<file path="src/rtl/quant_tile_ctrl_if.sv">
// quant_tile_ctrl_if
// Bundles the tile-stream handshake and the quantizer side-band of
// quant_tile_ctrl.
//   master : tile producer plus quantizer (drives i_* and i_q_index)
//   slave  : quant_tile_ctrl (drives o_*)
// Signals:
//   i_start, i_valid, i_act[31:0], i_last, o_ready      tile load stream
//   o_q_max[31:0], o_q_act[31:0], i_q_index[7:0]        quantizer hookup
//   o_valid, o_index[7:0], o_busy, o_done               result / status
interface quant_tile_ctrl_if;
  logic        i_start;
  logic        i_valid;
  logic [31:0] i_act;
  logic        i_last;
  logic        o_ready;
  logic [31:0] o_q_max;
  logic [31:0] o_q_act;
  logic [7:0]  i_q_index;
  logic        o_valid;
  logic [7:0]  o_index;
  logic        o_busy;
  logic        o_done;

  modport master (
    output i_start, i_valid, i_act, i_last, i_q_index,
    input  o_ready, o_q_max, o_q_act, o_valid, o_index, o_busy, o_done
  );

  modport slave (
    input  i_start, i_valid, i_act, i_last, i_q_index,
    output o_ready, o_q_max, o_q_act, o_valid, o_index, o_busy, o_done
  );
endinterface

</file>
<file path="src/rtl/quant_tile_ctrl.sv">
// quant_tile_ctrl
// Two-pass tile scheduler in front of the quantizer datapath.
//   LOAD  : buffers 1..DEPTH float32 activations and tracks the largest
//           finite non-negative value.
//   DRAIN : holds that maximum on o_q_max and replays the buffered
//           activations on o_q_act, one per cycle.
//   FLUSH : waits out the quantizer latency, then pulses o_done.
// o_valid is the issue strobe delayed by Q_LATENCY so that it lines up with
// the quantizer's i_q_index, which is forwarded unchanged on o_index.
// Ports:
//   clk      rising-edge clock
//   reset_n  asynchronous active-low reset
//   bus      quant_tile_ctrl_if.slave (stream, quantizer and status signals)
module quant_tile_ctrl #(
  parameter int DEPTH     = 16,
  parameter int Q_LATENCY = 1
) (
  input  logic             clk,
  input  logic             reset_n,
  quant_tile_ctrl_if.slave bus
);

  localparam int AW = $clog2(DEPTH);
  localparam int CW = AW + 1;
  localparam int FW = (Q_LATENCY > 1) ? $clog2(Q_LATENCY) : 1;

  // 256.0: unit substituted when nothing positive was seen, so the
  // quantizer never divides by zero.
  localparam logic [31:0] UNIT_256 = 32'h43800000;

  localparam logic [1:0] S_IDLE  = 2'd0;
  localparam logic [1:0] S_LOAD  = 2'd1;
  localparam logic [1:0] S_DRAIN = 2'd2;
  localparam logic [1:0] S_FLUSH = 2'd3;

  logic [1:0]    state;
  logic [CW-1:0] count;
  logic [AW-1:0] rd_ptr;
  logic [30:0]   max_r;
  logic [31:0]   act_r;
  logic [FW-1:0] fl_cnt;
  logic          done_r;
  logic [31:0]   tile_buf [DEPTH];

  logic          accept;
  logic          last_beat;
  logic          issue;
  logic          last_issue;
  logic [30:0]   key;

  assign accept     = (state == S_LOAD) && bus.i_valid;
  // Auto-terminate on the DEPTH-th beat regardless of i_last.
  assign last_beat  = bus.i_last || (count == CW'(DEPTH - 1));
  assign issue      = (state == S_DRAIN);
  assign last_issue = ({1'b0, rd_ptr} == (count - CW'(1)));

  // Negative values, inf and NaN are masked to zero. For non-negative
  // finite floats the magnitude bits order the same as unsigned integers,
  // denormals included.
  assign key = (!bus.i_act[31] && (bus.i_act[30:23] != 8'hFF)) ? bus.i_act[30:0] : '0;

  // Tile storage is not reset; only entries below count are ever replayed.
  always_ff @(posedge clk) begin
    if (accept) tile_buf[count[AW-1:0]] <= bus.i_act;
  end

  always_ff @(posedge clk or negedge reset_n) begin
    if (!reset_n) begin
      state  <= S_IDLE;
      count  <= '0;
      rd_ptr <= '0;
      max_r  <= '0;
      act_r  <= '0;
      fl_cnt <= '0;
      done_r <= 1'b0;
    end else begin
      done_r <= 1'b0;
      case (state)
        S_IDLE: begin
          if (bus.i_start) begin
            count  <= '0;
            max_r  <= '0;
            rd_ptr <= '0;
            state  <= S_LOAD;
          end
        end
        S_LOAD: begin
          if (accept) begin
            count <= count + CW'(1);
            if (key > max_r) max_r <= key;
            if (last_beat) begin
              state <= S_DRAIN;
              // Entry 0 must already be on o_q_act in the first DRAIN
              // cycle; for a one-beat tile it is being written right now.
              act_r <= (count == '0) ? bus.i_act : tile_buf[0];
            end
          end
        end
        S_DRAIN: begin
          rd_ptr <= rd_ptr + AW'(1);
          if (last_issue) begin
            act_r  <= '0;
            fl_cnt <= '0;
            if (Q_LATENCY == 0) begin
              state  <= S_IDLE;
              done_r <= 1'b1;
            end else begin
              state <= S_FLUSH;
            end
          end else begin
            act_r <= tile_buf[rd_ptr + AW'(1)];
          end
        end
        S_FLUSH: begin
          fl_cnt <= fl_cnt + FW'(1);
          if (fl_cnt == FW'(Q_LATENCY - 1)) begin
            state  <= S_IDLE;
            done_r <= 1'b1;
          end
        end
        default: state <= S_IDLE;
      endcase
    end
  end

  // Issue strobe delayed to match the quantizer pipeline.
  generate
    if (Q_LATENCY == 0) begin : g_nodly
      assign bus.o_valid = issue;
    end else begin : g_dly
      logic [Q_LATENCY-1:0] vld_pipe;
      always_ff @(posedge clk or negedge reset_n) begin
        if (!reset_n) begin
          vld_pipe <= '0;
        end else begin
          vld_pipe[0] <= issue;
          for (int i = 1; i < Q_LATENCY; i++) vld_pipe[i] <= vld_pipe[i-1];
        end
      end
      assign bus.o_valid = vld_pipe[Q_LATENCY-1];
    end
  endgenerate

  assign bus.o_ready = (state == S_LOAD);
  assign bus.o_busy  = (state != S_IDLE);
  assign bus.o_done  = done_r;
  assign bus.o_q_max = (max_r == '0) ? UNIT_256 : {1'b0, max_r};
  assign bus.o_q_act = act_r;
  assign bus.o_index = bus.i_q_index;

endmodule

</file>
<file path="src/flat_wrapper.sv">
// flat-port wrapper written by rule: the top's interface ports become plain ports
module quant_tile_ctrl_flat 
#(
  parameter int DEPTH     = 16,
  parameter int Q_LATENCY = 1
)
  (clk, reset_n, bus_i_start, bus_i_valid, bus_i_act, bus_i_last, bus_i_q_index, bus_o_ready, bus_o_q_max, bus_o_q_act, bus_o_valid, bus_o_index, bus_o_busy, bus_o_done);
  quant_tile_ctrl_if bus_i ();
  input  logic clk;
  input  logic reset_n;
  input wire logic [$bits(bus_i.i_start)-1:0] bus_i_start;
  input wire logic [$bits(bus_i.i_valid)-1:0] bus_i_valid;
  input wire logic [$bits(bus_i.i_act)-1:0] bus_i_act;
  input wire logic [$bits(bus_i.i_last)-1:0] bus_i_last;
  input wire logic [$bits(bus_i.i_q_index)-1:0] bus_i_q_index;
  output wire logic [$bits(bus_i.o_ready)-1:0] bus_o_ready;
  output wire logic [$bits(bus_i.o_q_max)-1:0] bus_o_q_max;
  output wire logic [$bits(bus_i.o_q_act)-1:0] bus_o_q_act;
  output wire logic [$bits(bus_i.o_valid)-1:0] bus_o_valid;
  output wire logic [$bits(bus_i.o_index)-1:0] bus_o_index;
  output wire logic [$bits(bus_i.o_busy)-1:0] bus_o_busy;
  output wire logic [$bits(bus_i.o_done)-1:0] bus_o_done;
  assign bus_i.i_start = bus_i_start;
  assign bus_i.i_valid = bus_i_valid;
  assign bus_i.i_act = bus_i_act;
  assign bus_i.i_last = bus_i_last;
  assign bus_i.i_q_index = bus_i_q_index;
  assign bus_o_ready = bus_i.o_ready;
  assign bus_o_q_max = bus_i.o_q_max;
  assign bus_o_q_act = bus_i.o_q_act;
  assign bus_o_valid = bus_i.o_valid;
  assign bus_o_index = bus_i.o_index;
  assign bus_o_busy = bus_i.o_busy;
  assign bus_o_done = bus_i.o_done;
  quant_tile_ctrl #(.DEPTH(DEPTH), .Q_LATENCY(Q_LATENCY)) u_core (.clk(clk), .reset_n(reset_n), .bus(bus_i));
endmodule
</file>
<file path="config.mk">
export PLATFORM = sky130hd
export DESIGN_NAME = quant_tile_ctrl_flat
export DESIGN_NICKNAME = d
export VERILOG_FILES = /design/src/rtl/quant_tile_ctrl_if.sv /design/src/rtl/quant_tile_ctrl.sv /design/src/flat_wrapper.sv
export SDC_FILE = /design/constraint.sdc
export NUM_CORES = 1
export LEC_CHECK = 0
export BUFFER_PORTS_ARGS = -buffer_cell sky130_fd_sc_hd__buf_4
export CAP_MARGIN = 10
export CORE_MARGIN = 10
export CORE_UTILIZATION = 40
export CTS_BUF_LIST = sky130_fd_sc_hd__clkbuf_8
export DETAILED_ROUTE_END_ITERATION = 10
export PLACE_DENSITY = 0.6
export SLEW_MARGIN = 20
export SYNTH_ARGS = -nofsm -noshare
export SYNTH_HDL_FRONTEND = slang
export SYNTH_SLANG_ARGS = --single-unit
</file>
<file path="constraint.sdc">
create_clock -name clk -period 9.9 [get_ports clk]
set_input_delay 2.475 -clock clk [delete_from_list [all_inputs] [get_ports clk]]
set_output_delay 2.475 -clock clk [all_outputs]
set_load 0.02 [all_outputs]
</file>
After elaboration in Yosys (flattened, before gate mapping). Memory sizes are Yosys's and may differ from the RTL's. Cells that the tools add are included.

$add $sub $neg: 4. Mux-type cells: 28. Order comparisons: 1. Equality and inequality tests: 12. Reductions and logical operators: 18.

Operator list (number): 31-bit 2-to-1 mux (5); 32-bit 2-to-1 mux (4); 32-bit one-hot mux with 2 select lines (1); 31-bit one-hot mux with 2 select lines (1); 31-bit > comparator (1); 31-bit zero test (1); 2-bit 2-to-1 mux (5); 5-bit 2-to-1 mux (2); 5-bit one-hot mux with 2 select lines (1); 2-bit nonzero test (5); 8-bit inequality test, second input constant (1); 2-bit one-hot mux with 4 select lines (1); 4-bit one-hot mux with 2 select lines (1); 2-bit by 1-bit inequality test with 1-bit output, second input constant (3); 2-bit inequality test, second input constant (3); 3-bit AND reduction (2); 5-bit by 1-bit adder with 5-bit output, second input constant (1); 4-bit by 5-bit equality test with 1-bit output (1); 5-bit by 4-bit equality test with 1-bit output, second input constant (1); 5-bit zero test (1); 1-bit 2-to-1 mux (5); 5-bit AND reduction (1); 5-bit by 1-bit subtractor with 5-bit output, second input constant (1); 4-bit by 1-bit adder with 4-bit output, second input constant (1); other kinds (11) (14).

Memories: 1. Bits in registers: 77. Word-level logic and storage cells: 72. Output and inout bits: 76. Input bits: 45. RAM bits: 512.

Memory list: u_core.tile_buf (depth 16, width 32, read ports 2, clocked after memory_dff 0, write ports 1, line quant_tile_ctrl.sv:43) `logic [31:0] tile_buf [DEPTH];`.

Logic depth before layout (Yosys ltp). Gate-level depths: netlist of the first run.

Depth after elaboration: 7. Gate-level depth with buffers: 14. Depth with buffers taken out: 11.

Worst setup path after synthesis of the first run. No wires, ideal clock.

Kind: input port to flip-flop. Start: input port bus_i_valid. End: memory u_core.tile_buf[0][0], enable pin. Required time: 9.439 ns. Setup time: 0.461 ns. Stages: 3. Path buffers: 1. Data arrival time: 5.116 ns. Path slack: 4.323 ns. Cells stage by stage: clkbuf_1 > nand3_1 > nor3_1.

Word-level cells in the longest chain between the ends: 3.

RTL lines: start, declared (line flat_wrapper.sv:12) `input wire logic [$bits(bus_i.i_valid)-1:0] bus_i_valid;`; 1-bit logical AND (line quant_tile_ctrl.sv:51) `assign accept = (state == S_LOAD) && bus.i_valid;`; 1-bit 2-to-1 mux (line quant_tile_ctrl.sv:64) `if (accept) tile_buf[count[AW-1:0]] <= bus.i_act;`; 1-bit 2-to-1 mux (implied by the code) (line quant_tile_ctrl.sv:64); end, declared (line quant_tile_ctrl.sv:43).

Every way passes these cells.

Worst setup path in the final report of the first run.
Start: input port bus_i_act[28]. End: register u_core.max_r[21].

Word-level cells in the longest chain between the ends: 6. Elaborated cells between the ends (all ways): 9. Those cells by class: order compare: 1; eq/ne: 2; mux: 4; reduce/logical: 2.

RTL lines: start, declared (line flat_wrapper.sv:13) `input wire logic [$bits(bus_i.i_act)-1:0] bus_i_act;`; 8-bit inequality test (line quant_tile_ctrl.sv:60) `assign key = (!bus.i_act[31] && (bus.i_act[30:23] != 8'hFF)) ? bus.i_act[30:0] : '0;`; 1-bit logical AND (line quant_tile_ctrl.sv:60); 31-bit 2-to-1 mux (*) (line quant_tile_ctrl.sv:60); 31-bit > comparator or 31-bit 2-to-1 mux (tied branches) (line quant_tile_ctrl.sv:90) `if (key > max_r) max_r <= key;`; 2-bit by 1-bit inequality test with 1-bit output (no line) or 31-bit 2-to-1 mux (tied branches); 4-bit AND reduction (no line) or 31-bit one-hot mux with 2 select lines (tied branches); end signal, assigned (line quant_tile_ctrl.sv:90); end, declared (line quant_tile_ctrl.sv:39) `logic [30:0] max_r;`.

Mark *: on every way between the ends. The rest lies on a longest branch, timed or not. The select of a mux whose other input is x is not followed. A chain may end at the register's enable or synchronous reset.

==> metrics.md, run 1 <==
| Metric | Value |
|---|---|
| Status | completed |
| Port-buffer cells | between 100 and 150 |
| DR vias | roughly 14k |
| Final nets | around 1.7k |
| Synthesized area | roughly 25000 um2 |
| Ys async rst share | 0.131 |
| Core Area | 61700 um2 |
| CTS tree | done |
| Syn avg cell area | ~16 um2 |
| First-pass GRT wire length | roughly 94000 um |
| First-pass DRT Iterations | 5 |
| Drt drc | 0 |
| Post-CTS setup repair buffer count | 0 |
| #FFs+latches synth | a little under 600 |
| Crit Path Class | in -> reg |
| Syn. warnings | 0 |
| EDFF count, synth | roughly 510 |
| Die Wd | 270 um |
| Initial antenna violation count | 1 |
| Largest family of logic cells by synthesized area | multiplexers |
| Sink Count | ~590 |
| CTS buffer count | 95 |
| FF/Latch Area | around 17000 um2 |
| GR Overflow Total | 0 |
| Post-CTS Resized | 0 |
| Final wirelength | 62600 um |
| Worst Tran Pin Value | roughly 1.1 ns |
| Slew Limit Fails | 0 |
| WL/cell | roughly 24 um |
| WP data required | about 11 ns |
| MaxCap Viol Count | 0 |
| Initial Util | 0.404 |
| Layout Utilization | 0.462 |
| Ports | 121 |
| Setup tns final | 0 ns |
| Hold Vio Cnt, Final | 0 |
| Hold Path Class | reg -> reg |
| Crit Path Max Fanout | 31 |
| Maximum VDD drop | between 0.5 and 0.6 mV |
| Die Ht | 270 um |
| Clock Path Buffers | 3 |
| Area share of fa/ha/maj cells after synthesis | 0.0211 |
| Max Clock Skew | just over 0.03 ns |
| Post-synthesis mux area share | 0.154 |
| Hold_buf cts | 0 |
| Crit. End Element | register |
| Fraction of layout cells with a size suffix above 1 | 0.242 |
| Multi-input logic area | between 7000 and 8000 um2 |
| Compound-Gate Fraction of Synth Area | 0.0363 |
| Pwr dens | 308 nW/um2 |
| Post-synthesis xor/xnor area fraction | 0.00382 |
| RD Place Congestion | roughly 0.8 |
| Total track usage | 0.171 |
| H-tree Lvls | 3 |
| Iteration-0 DRC Markers | approximately 1.1k |
| Fill count | roughly 5.4k |
| Post-synthesis cell type count | 52 |
| Synth Flop Type | edfxtp_1 |
| DRT antenna net count | 0 |
| RSZ-0062 raised after global routing | false |
| Clk root buf | clkbuf_8 |
| Mapped Cells | 1536 |
| Via density | approximately 5.4 |
| WP data arrival | ~6.1 ns |
| Nature of the critical path startpoint | input port |
| Worst rel slew slack | 0.232 |
| Setup-failing EPs final | 0 |
| Post-Syn Nets | 1623 |
| Leak | roughly 0.01 uW |
| Tcrit/Tclk final | 0.552 |
| Seq/Total Area, Yosys | 0.694 |
| Largest net degree at the start of global routing | 110 |
| Synth-to-Final Area Change | 14.3% |
| Cell row count | a little over 90 |
| Die ar. | roughly 73000 um2 |
| Max frequency | ~180 MHz |
| Clk_lat worst skew | 0.69 ns |
| Post-Synth Simple-Gate Area | 0.0614 |
| Post-DP HPWL | approximately 35000 um |
| CTS clk-pin slew, worst paths | ~0.060 ns |
| Vias in the first global route | roughly 15k |
| Crit path time final | 5.47 ns |
worst max-delay path, cell delays in order:
cell and delay, ns:
buf_4 0.19, nand4_1 0.12, nor2_1 0.07, nor2_2 0.72
and2_1 0.24, ha_1 0.24, a21o_1 0.16, a221o_1 0.33
a221o_2 0.33, nor2_1 0.09, o22a_2 0.81, mux2i_1 0.28
area by class of cell:
class / count / area share
repair buffers: 134 / 0.0362
clock inverters: 69 / 0.0137
clock buffers: 105 / 0.0507
well taps: 837 / 0.0368
inverters: 40 / 0.00527
flip-flops and latches: 589 / 0.607
multi-input cells: 787 / 0.250
diodes: 1 / 0.0000878
power breakdown:
part	leakage, uW	switching, uW	internal [uW]	total (uW)
clock network	0.00103	962	1080	2040
registers	0.00558	204	2900	3110
logic	0.00370	2110	1520	3630
total	0.0103	3280	5500	8780
synthesized netlist by cell type (31+ instances only):
cell type / count / share of area
ha_1: 42 / 0.021
edfxtp_1: 512 / 0.62
clkbuf_1: 81 / 0.012
a31oi_1: 33 / 0.0083
and2_1: 31 / 0.0078
mux2i_1: 95 / 0.038
nor2_1: 57 / 0.0086
mux4_2: 128 / 0.12
inv_1: 40 / 0.0060
dfrtp_1: 77 / 0.077
a21oi_1: 83 / 0.017
nand2_1: 208 / 0.031
cell families after synthesis:
| kind of cell | Yosys count |
|---|---|
| flip-flops | 589 |
| other | 1 |
| adder cells (fa/ha/maj) | 42 |
| AND/OR/NAND/NOR | 352 |
| multiplexers | 224 |
| XOR/XNOR | 10 |
| AO/OA/AOI/OAI | 158 |
| buffers and inverters | 160 |
sequential cells by signal, summed over array words and instances, names as in the netlist, 2 cells and up:
| name | count |
|---|---|
| u_core.bus.o_q_act | 32 |
| u_core.count | 5 |
| u_core.max_r | 31 |
| u_core.rd_ptr | 4 |
| u_core.state | 2 |
| u_core.tile_buf | 512 |
worst paths after layout:
path,startpoint,endpoint,slack [ns],depth (start not counted)
max,bus_i_act[28],u_core.max_r[21]$_DFFE_PN0P_,4.43,12
min,u_core.fl_cnt$_DFFE_PN0P_,u_core.bus.o_done$_DFF_PN0_,0.48,1
max reg2reg,u_core.rd_ptr[0]$_DFFE_PN0P_,u_core.bus.o_q_act[31]$_DFFE_PN0P_,5.93,8
min reg2reg,u_core.fl_cnt$_DFFE_PN0P_,u_core.bus.o_done$_DFF_PN0_,0.48,1
max in group asynchronous,reset_n,u_core.rd_ptr[0]$_DFFE_PN0P_,6.88,2
min in group asynchronous,reset_n,u_core.max_r[9]$_DFFE_PN0P_,1.67,1
per-stage QoR:
stage / setup slack, ns / cells / instance area (um2) / total power, uW / hold WS [ns]
detailed placement: 3.72 / 2387 / 26600 / 6820 / 0.474
global placement: 3.83 / 2387 / 26600 / 6810 / 0.462
global route: 4.11 / 2562 / 28500 / 9310 / 0.501
floorplan: 4.32 / 1536 / 24900 / 5660 / 0.431
finish: 4.43 / 2562 / 28500 / 8780 / 0.482
CTS: 4.46 / 2561 / 28500 / 8880 / 0.482
routing by layer:
metal  wire, um  vias up  global-route usage
met5          0        -                   0
met4       1170        0              0.0519
met3       4410       92              0.0320
met2      29500      526               0.272
met1      27500     7199               0.236
li1           -     6102                   -
cell usage in the layout (no fill, tap or decap), drive strengths merged, types with 41 or more instances in the layout:
master	n
edfxtp	512
nand2	208
buf	134
mux4	128
clkbuf	105
mux2i	95
a21oi	83
dfrtp	77
inv	64
nor2	57
ha	42
clkinv	41
(Power assumes the default switching activity.)
==> run 2, diff against run 1 <==
--- a/config.mk
+++ b/config.mk
@@ -11,7 +11,7 @@
 export CORE_UTILIZATION = 40
 export CTS_BUF_LIST = sky130_fd_sc_hd__clkbuf_8
 export DETAILED_ROUTE_END_ITERATION = 10
-export PLACE_DENSITY = 0.6
+export PLACE_DENSITY = 0.62
 export SLEW_MARGIN = 20
 export SYNTH_ARGS = -nofsm -noshare
 export SYNTH_HDL_FRONTEND = slang
==> constraint.sdc (replaced) <==
create_clock -name clk -period 4.6 [get_ports clk]
set_input_delay 1.15 -clock clk [delete_from_list [all_inputs] [get_ports clk]]
set_output_delay 1.15 -clock clk [all_outputs]
set_load 0.02 [all_outputs]
==> run 2 against run 1 <==
First-iteration DRC count rose by 9.2%. Die area is the same. Clock skew shrank 0.0078 ns. Worst hold slack got worse by 0.0043 ns. Largest cell class unchanged. Largest power group unchanged.
==> metrics.md, run 2 (synthesis gave the netlist of run 1 again) <==
| Metric | Value |
|---|---|
| Status | completed |
| Fraction of layout cells with a size suffix above 1 | 0.258 |
| Hold Vio Cnt, Final | 0 |
| Post-CTS setup repair buffer count | 0 |
| Vias in the first global route | approximately 15k |
| Total track usage | 0.175 |
| Hold Crit Start | u_core.fl_cnt$_DFFE_PN0P_ |
| Hold Path Class | reg -> reg |
| Cell row count | 91 |
| Clk root buf | clkbuf_8 |
| Initial Util | 0.404 |
| RD Place Congestion | ~0.8 |
| Drt drc | 0 |
| Port-buffer cells | approximately 100 |
| Max Clock Skew | approximately 0.023 ns |
| Worst reg-to-reg setup slack | roughly 1.5 ns |
| WP data required | 5.10 ns |
| RSZ-0062 raised after global routing | false |
| CP startpoint | bus_i_act[23] |
| Commonest non-fill, non-tap cells in the layout | edfxtp_1, nand2_1, buf_4 |
| Critical R2R Launch | u_core.count[0]$_DFFE_PN0P_ |
| Setup tns final | 0 ns |
| First-pass GRT wire length | between 90000 and 100000 um |
| Post-CTS Resized | 0 |
| Tcrit/Tclk final | 0.832 |
| CTS buffer count | 94 |
| Worst Reg-to-Reg Cells | 9 |
| Final setup margin | 0.772 ns |
| MaxCap Viol Count | 0 |
| Most common cell after layout, fill and taps aside | edfxtp_1 |
| Via density | ~5.5 |
| Place WS | 0.0977 ns |
| Hold EP | u_core.bus.o_done$_DFF_PN0_ |
| Worst Tran Pin Value | 0.999 ns |
| Slew Limit Fails | 0 |
| CTS tree | done |
| Synth-to-Final Area Change | 15.5% |
| Crit Path Class | in -> reg |
| CTS clk-pin slew, worst paths | around 0.060 ns |
| Core Area | between 60000 and 70000 um2 |
| Crit. End Element | register |
| Worst rel slew slack | 0.334 |
| Post-DP HPWL | around 39000 um |
| Nature of the critical path startpoint | input port |
| Initial antenna violation count | 3 |
| WP data arrival | roughly 4.3 ns |
| Die ar. | around 73000 um2 |
| GR Overflow Total | 0 |
| Final nets | ~1.8k |
| Worst hold path cell count | 1 |
| Max frequency | 261 MHz |
| Leak | approximately 0.011 uW |
| Setup-failing EPs final | 0 |
| Dpl cells | around 2.4k |
| H-tree Lvls | 3 |
| Clock Path Buffers | 3 |
| Die Ht | 270 um |
| Sink Count | ~590 |
| Final wirelength | about 64000 um |
| Post-Layout Cell Count | between 2k and 3k |
| Flip-flop count of the largest register after layout | ~500 |
| WL/cell | around 25 um |
| Largest net degree at the start of global routing | 96 |
| First-pass DRT Iterations | 5 |
| Maximum VDD drop | approximately 1.2 mV |
| Ports | approximately 120 |
| Die Wd | 270 um |
| Crit Path Max Fanout | 31 |
| Crit path time final | between 3 and 4 ns |
| DR vias | 14.1k |
| Pwr dens | approximately 660 nW/um2 |
| Capturing point of the worst reg2reg path | u_core.bus.o_q_act[1]$_DFFE_PN0P_ |
| Iteration-0 DRC Markers | about 1.2k |
| Hold_buf cts | 0 |
| Clk_lat worst skew | just under 0.7 ns |
| DRT antenna net count | 0 |
==> run 2: changes by cell type in the layout (fill, tap and decap cells not counted), sizes merged <==
cell	before	now
inv	64	72
buf	134	167
clkinvlp	0	4
clkinv	41	30
clkbuf	105	102
==> run 2: power breakdown <==
part | switching (uW) | internal (uW) | total, uW
sequential | 384 | 6240 | 6630
combinational | 4670 | 3400 | 8070
clock | 2050 | 2280 | 4330
==> run 2: stage by stage <==
stage,total power (uW),hold slack [ns],cell area [um2],utilization
floorplan,12200,0.431,24900,-
global placement,14800,0.458,27000,0.437
detailed placement,14900,0.454,27000,0.437
CTS,19200,0.478,28800,0.466
global route,20100,0.515,28800,0.466
finish,19000,0.478,28800,0.466
==> run 2: final cells by class <==
class | instances | area, um2
diodes | 1 | 2.50
clock buffers | 102 | 1400
clock inverters | 70 | 423
fillers | 5381 | 32900
inverters | 40 | 150
multi-input cells | 787 | 7110
flip-flops and latches | 589 | 17300
well taps | 837 | 1050
repair buffers | 167 | 1340
==> run 2: per-layer routing <==
metal | global-route usage | part of all wire | wire length (um)
met5 | 0 | 0 | 0
met1 | 0.238 | 0.43 | 27400
met4 | 0.0495 | 0.020 | 1260
met2 | 0.279 | 0.47 | 30100
met3 | 0.0404 | 0.085 | 5480
==> run 2: worst max path at each step <==
stage | slack [ns] | endpoint | depth (start not counted)
final | 0.77 | u_core.max_r[8]$_DFFE_PN0P_ | 13
after global routing | 0.57 | u_core.max_r[9]$_DFFE_PN0P_ | 13
after floorplan | 0.35 | u_core.tile_buf[0][0]$_DFFE_PP_ | 3
after global placement | 0.15 | u_core.max_r[10]$_DFFE_PN0P_ | 13
after detailed placement | 0.1 | u_core.max_r[9]$_DFFE_PN0P_ | 13
after CTS | 0.82 | u_core.max_r[8]$_DFFE_PN0P_ | 13
==> run 2: critical path, cell delays in order <==
cell and delay, ns:
buf_4 0.08, nand4_1 0.13, nor2_1 0.21, nor2_1 0.08, buf_4 0.22, and2_1 0.19
ha_1 0.32, nand4_2 0.14, nor4_2 0.35, nand4_1 0.14, or4b_1 0.48, o22a_2 0.57
mux2i_1 0.24
==> run 3, diff against run 2 <==
--- a/config.mk
+++ b/config.mk
@@ -11,7 +11,7 @@
 export CORE_UTILIZATION = 40
 export CTS_BUF_LIST = sky130_fd_sc_hd__clkbuf_8
 export DETAILED_ROUTE_END_ITERATION = 10
-export PLACE_DENSITY = 0.62
+export PLACE_DENSITY = 0.6
 export SLEW_MARGIN = 20
 export SYNTH_ARGS = -nofsm -noshare
 export SYNTH_HDL_FRONTEND = slang
==> constraint.sdc (replaced) <==
create_clock -name clk -period 3.9 [get_ports clk]
set_input_delay 0.975 -clock clk [delete_from_list [all_inputs] [get_ports clk]]
set_output_delay 0.975 -clock clk [all_outputs]
set_load 0.02 [all_outputs]
==> run 3 against run 2 <==
Via count hardly changed. Critical path type is now reg -> out. Sequential share of layout area is 0.35 points lower. Final area is 0.58% higher. Combinational power is 20% higher. First-iteration DRC count is 5.1% higher. Final cell count is 0.19% higher. Highest routed layer unchanged. Global-route usage hardly changed.
==> metrics.md, run 3 (synthesis gave the netlist of run 1 again) <==
| Metric | Value |
|---|---|
| Pwr dens | roughly 770 nW/um2 |
| Initial antenna violation count | 1 |
| Slowest stage delay, CP | about 0.5 ns |
| GR Overflow Total | 0 |
| Antenna cell count | 0 |
| Ports | 121 |
| Tcrit/Tclk final | 0.852 |
| Core Area | between 60000 and 70000 um2 |
| Die Ht | 270 um |
| Worst Tran Pin Value | ~1.2 ns |
| CTS buffer count | just under 100 |
| Post-CTS setup repair buffer count | 0 |
| Critical path cell sequence | nor4_1 -> nand4_1 -> o21ai_0 -> buf_4 |
| Synth-to-Final Area Change | 16.2% |
| Initial Util | 0.404 |
| Leak | between 0.01 and 0.015 uW |
| Post-route cell area | a little under 30000 um2 |
| RD Place Congestion | between 0.7 and 0.8 |
| MaxCap Viol Count | 0 |
| Clk_lat worst skew | ~0.7 ns |
| Sink Count | 589 |
| Crit Path Class | reg -> out |
| Clock Path Buffers | 3 |
| Most common cell after layout, fill and taps aside | edfxtp_1 |
| Slew Limit Fails | 0 |
| Worst rel slew slack | 0.200 |
| Crit Path Max Fanout | 4 |
| WP data required | approximately 2.9 ns |
| Die Wd | 270 um |
| Clk root buf | clkbuf_8 |
| Flip-flop count of the largest register after layout | roughly 510 |
| Hold Vio Cnt, Final | 0 |
| Hold Path Class | in -> async |
| First-pass GRT wire length | between 90000 and 100000 um |
| H-tree Lvls | 3 |
| Cell row count | 91 |
| Final nets | ~1.8k |
| Place WS | -0.0826 ns |
| Worst-case hold slack | 0.370 ns |
| Crit. End Element | output port |
| Max frequency | ~300 MHz |
| CP max stage cell | nor4_1 |
| Final wirelength | roughly 64000 um |
| Post-CTS Resized | 0 |
| Layout Utilization | 0.469 |
| Commonest non-fill, non-tap cells in the layout | edfxtp_1, nand2_1, buf_4 |
| Final setup margin | about 0.58 ns |
| Vias in the first global route | about 15k |
| Largest net degree at the start of global routing | between 100 and 150 |
| Iteration-0 DRC Markers | approximately 1.3k |
| WP data arrival | about 2.4 ns |
| Port-buffer cells | 103 |
| DRT antenna net count | 0 |
| CTS clk-pin slew, worst paths | 0.07 ns |
| Placed Area | roughly 27000 um2 |
| Die ar. | between 70000 and 80000 um2 |
| Via density | approximately 5.4 |
| Max Clock Skew | roughly 0.027 ns |
| WL/cell | approximately 25 um |
| Total track usage | 0.175 |
| CTS tree | done |
| Setup tns final | 0 ns |
| Status | completed |
| First-pass DRT Iterations | 7 |
| Hold_buf cts | 0 |
| DR vias | approximately 14k |
| Maximum VDD drop | about 1.1 mV |
| Fraction of layout cells with a size suffix above 1 | 0.253 |
| Crit path time final | about 3.3 ns |
| RSZ-0062 raised after global routing | false |
| Setup-failing EPs final | 0 |
| Post-DP HPWL | approximately 38000 um |
| Nature of the critical path startpoint | register |
| Drt drc | 0 |
[run 3: cell types whose count changed in the layout (fill, tap and decap cells not counted), sizes merged]
cell      previous run  this run
clkinvlp             4         3
bufinv               4         2
clkbuf             102        99
buf                167       174
diode                1         0
inv                 72        77
[run 3: stage by stage]
step / power (uW) / instances
finish: 22400 / 2598
global route: 23700 / 2598
global placement: 17600 / 2427
CTS: 22600 / 2598
floorplan: 14400 / 1536
detailed placement: 17700 / 2427
[run 3: per-layer routing]
layer	part of all wire	global-route usage	wire [um]
met1	0.43	0.232	27300
met2	0.49	0.289	31500
met5	0	0	0
met4	0.018	0.0494	1170
met3	0.066	0.0336	4270
[run 3: power breakdown]
group	leakage, uW	internal (uW)	switching (uW)
logic	0.00396	4130	5590
registers	0.00558	7370	407
clock network	0.00101	2480	2400
total	0.0105	14000	8390
[run 3: path summary, 6_finish.rpt]
path	from	end	slack, ns	cells past startpoint
setup / recovery	u_core.max_r[11]$_DFFE_PN0P_	bus_o_q_max[25]	0.58	4
hold / removal	reset_n	u_core.max_r[11]$_DFFE_PN0P_	0.37	1
setup reg to reg	u_core.count[0]$_DFFE_PN0P_	u_core.bus.o_q_act[20]$_DFFE_PN0P_	0.89	9
hold reg to reg	u_core.fl_cnt$_DFFE_PN0P_	u_core.bus.o_done$_DFF_PN0_	0.48	1
max in group asynchronous	reset_n	u_core.bus.o_q_act[18]$_DFFE_PN0P_	2.74	2
min in group clk	u_core.fl_cnt$_DFFE_PN0P_	u_core.bus.o_done$_DFF_PN0_	0.48	1
[run 3: final cells by class]
cell class | count | area, um2
clock buffers | 99 | 1360
clock inverters | 72 | 357
multi-input cells | 787 | 7130
well taps | 837 | 1050
repair buffers | 174 | 1590
inverters | 40 | 150
flip-flops and latches | 589 | 17300
fillers | 5405 | 32800
[run 3: critical path: cells and delay by family (launching register included)]
family,cells,cell delay (ns)
AO/OA/AOI/OAI,1,0.25
AND/OR/NAND/NOR,2,0.81
buffers and inverters,1,0.18
flip-flops,1,0.42
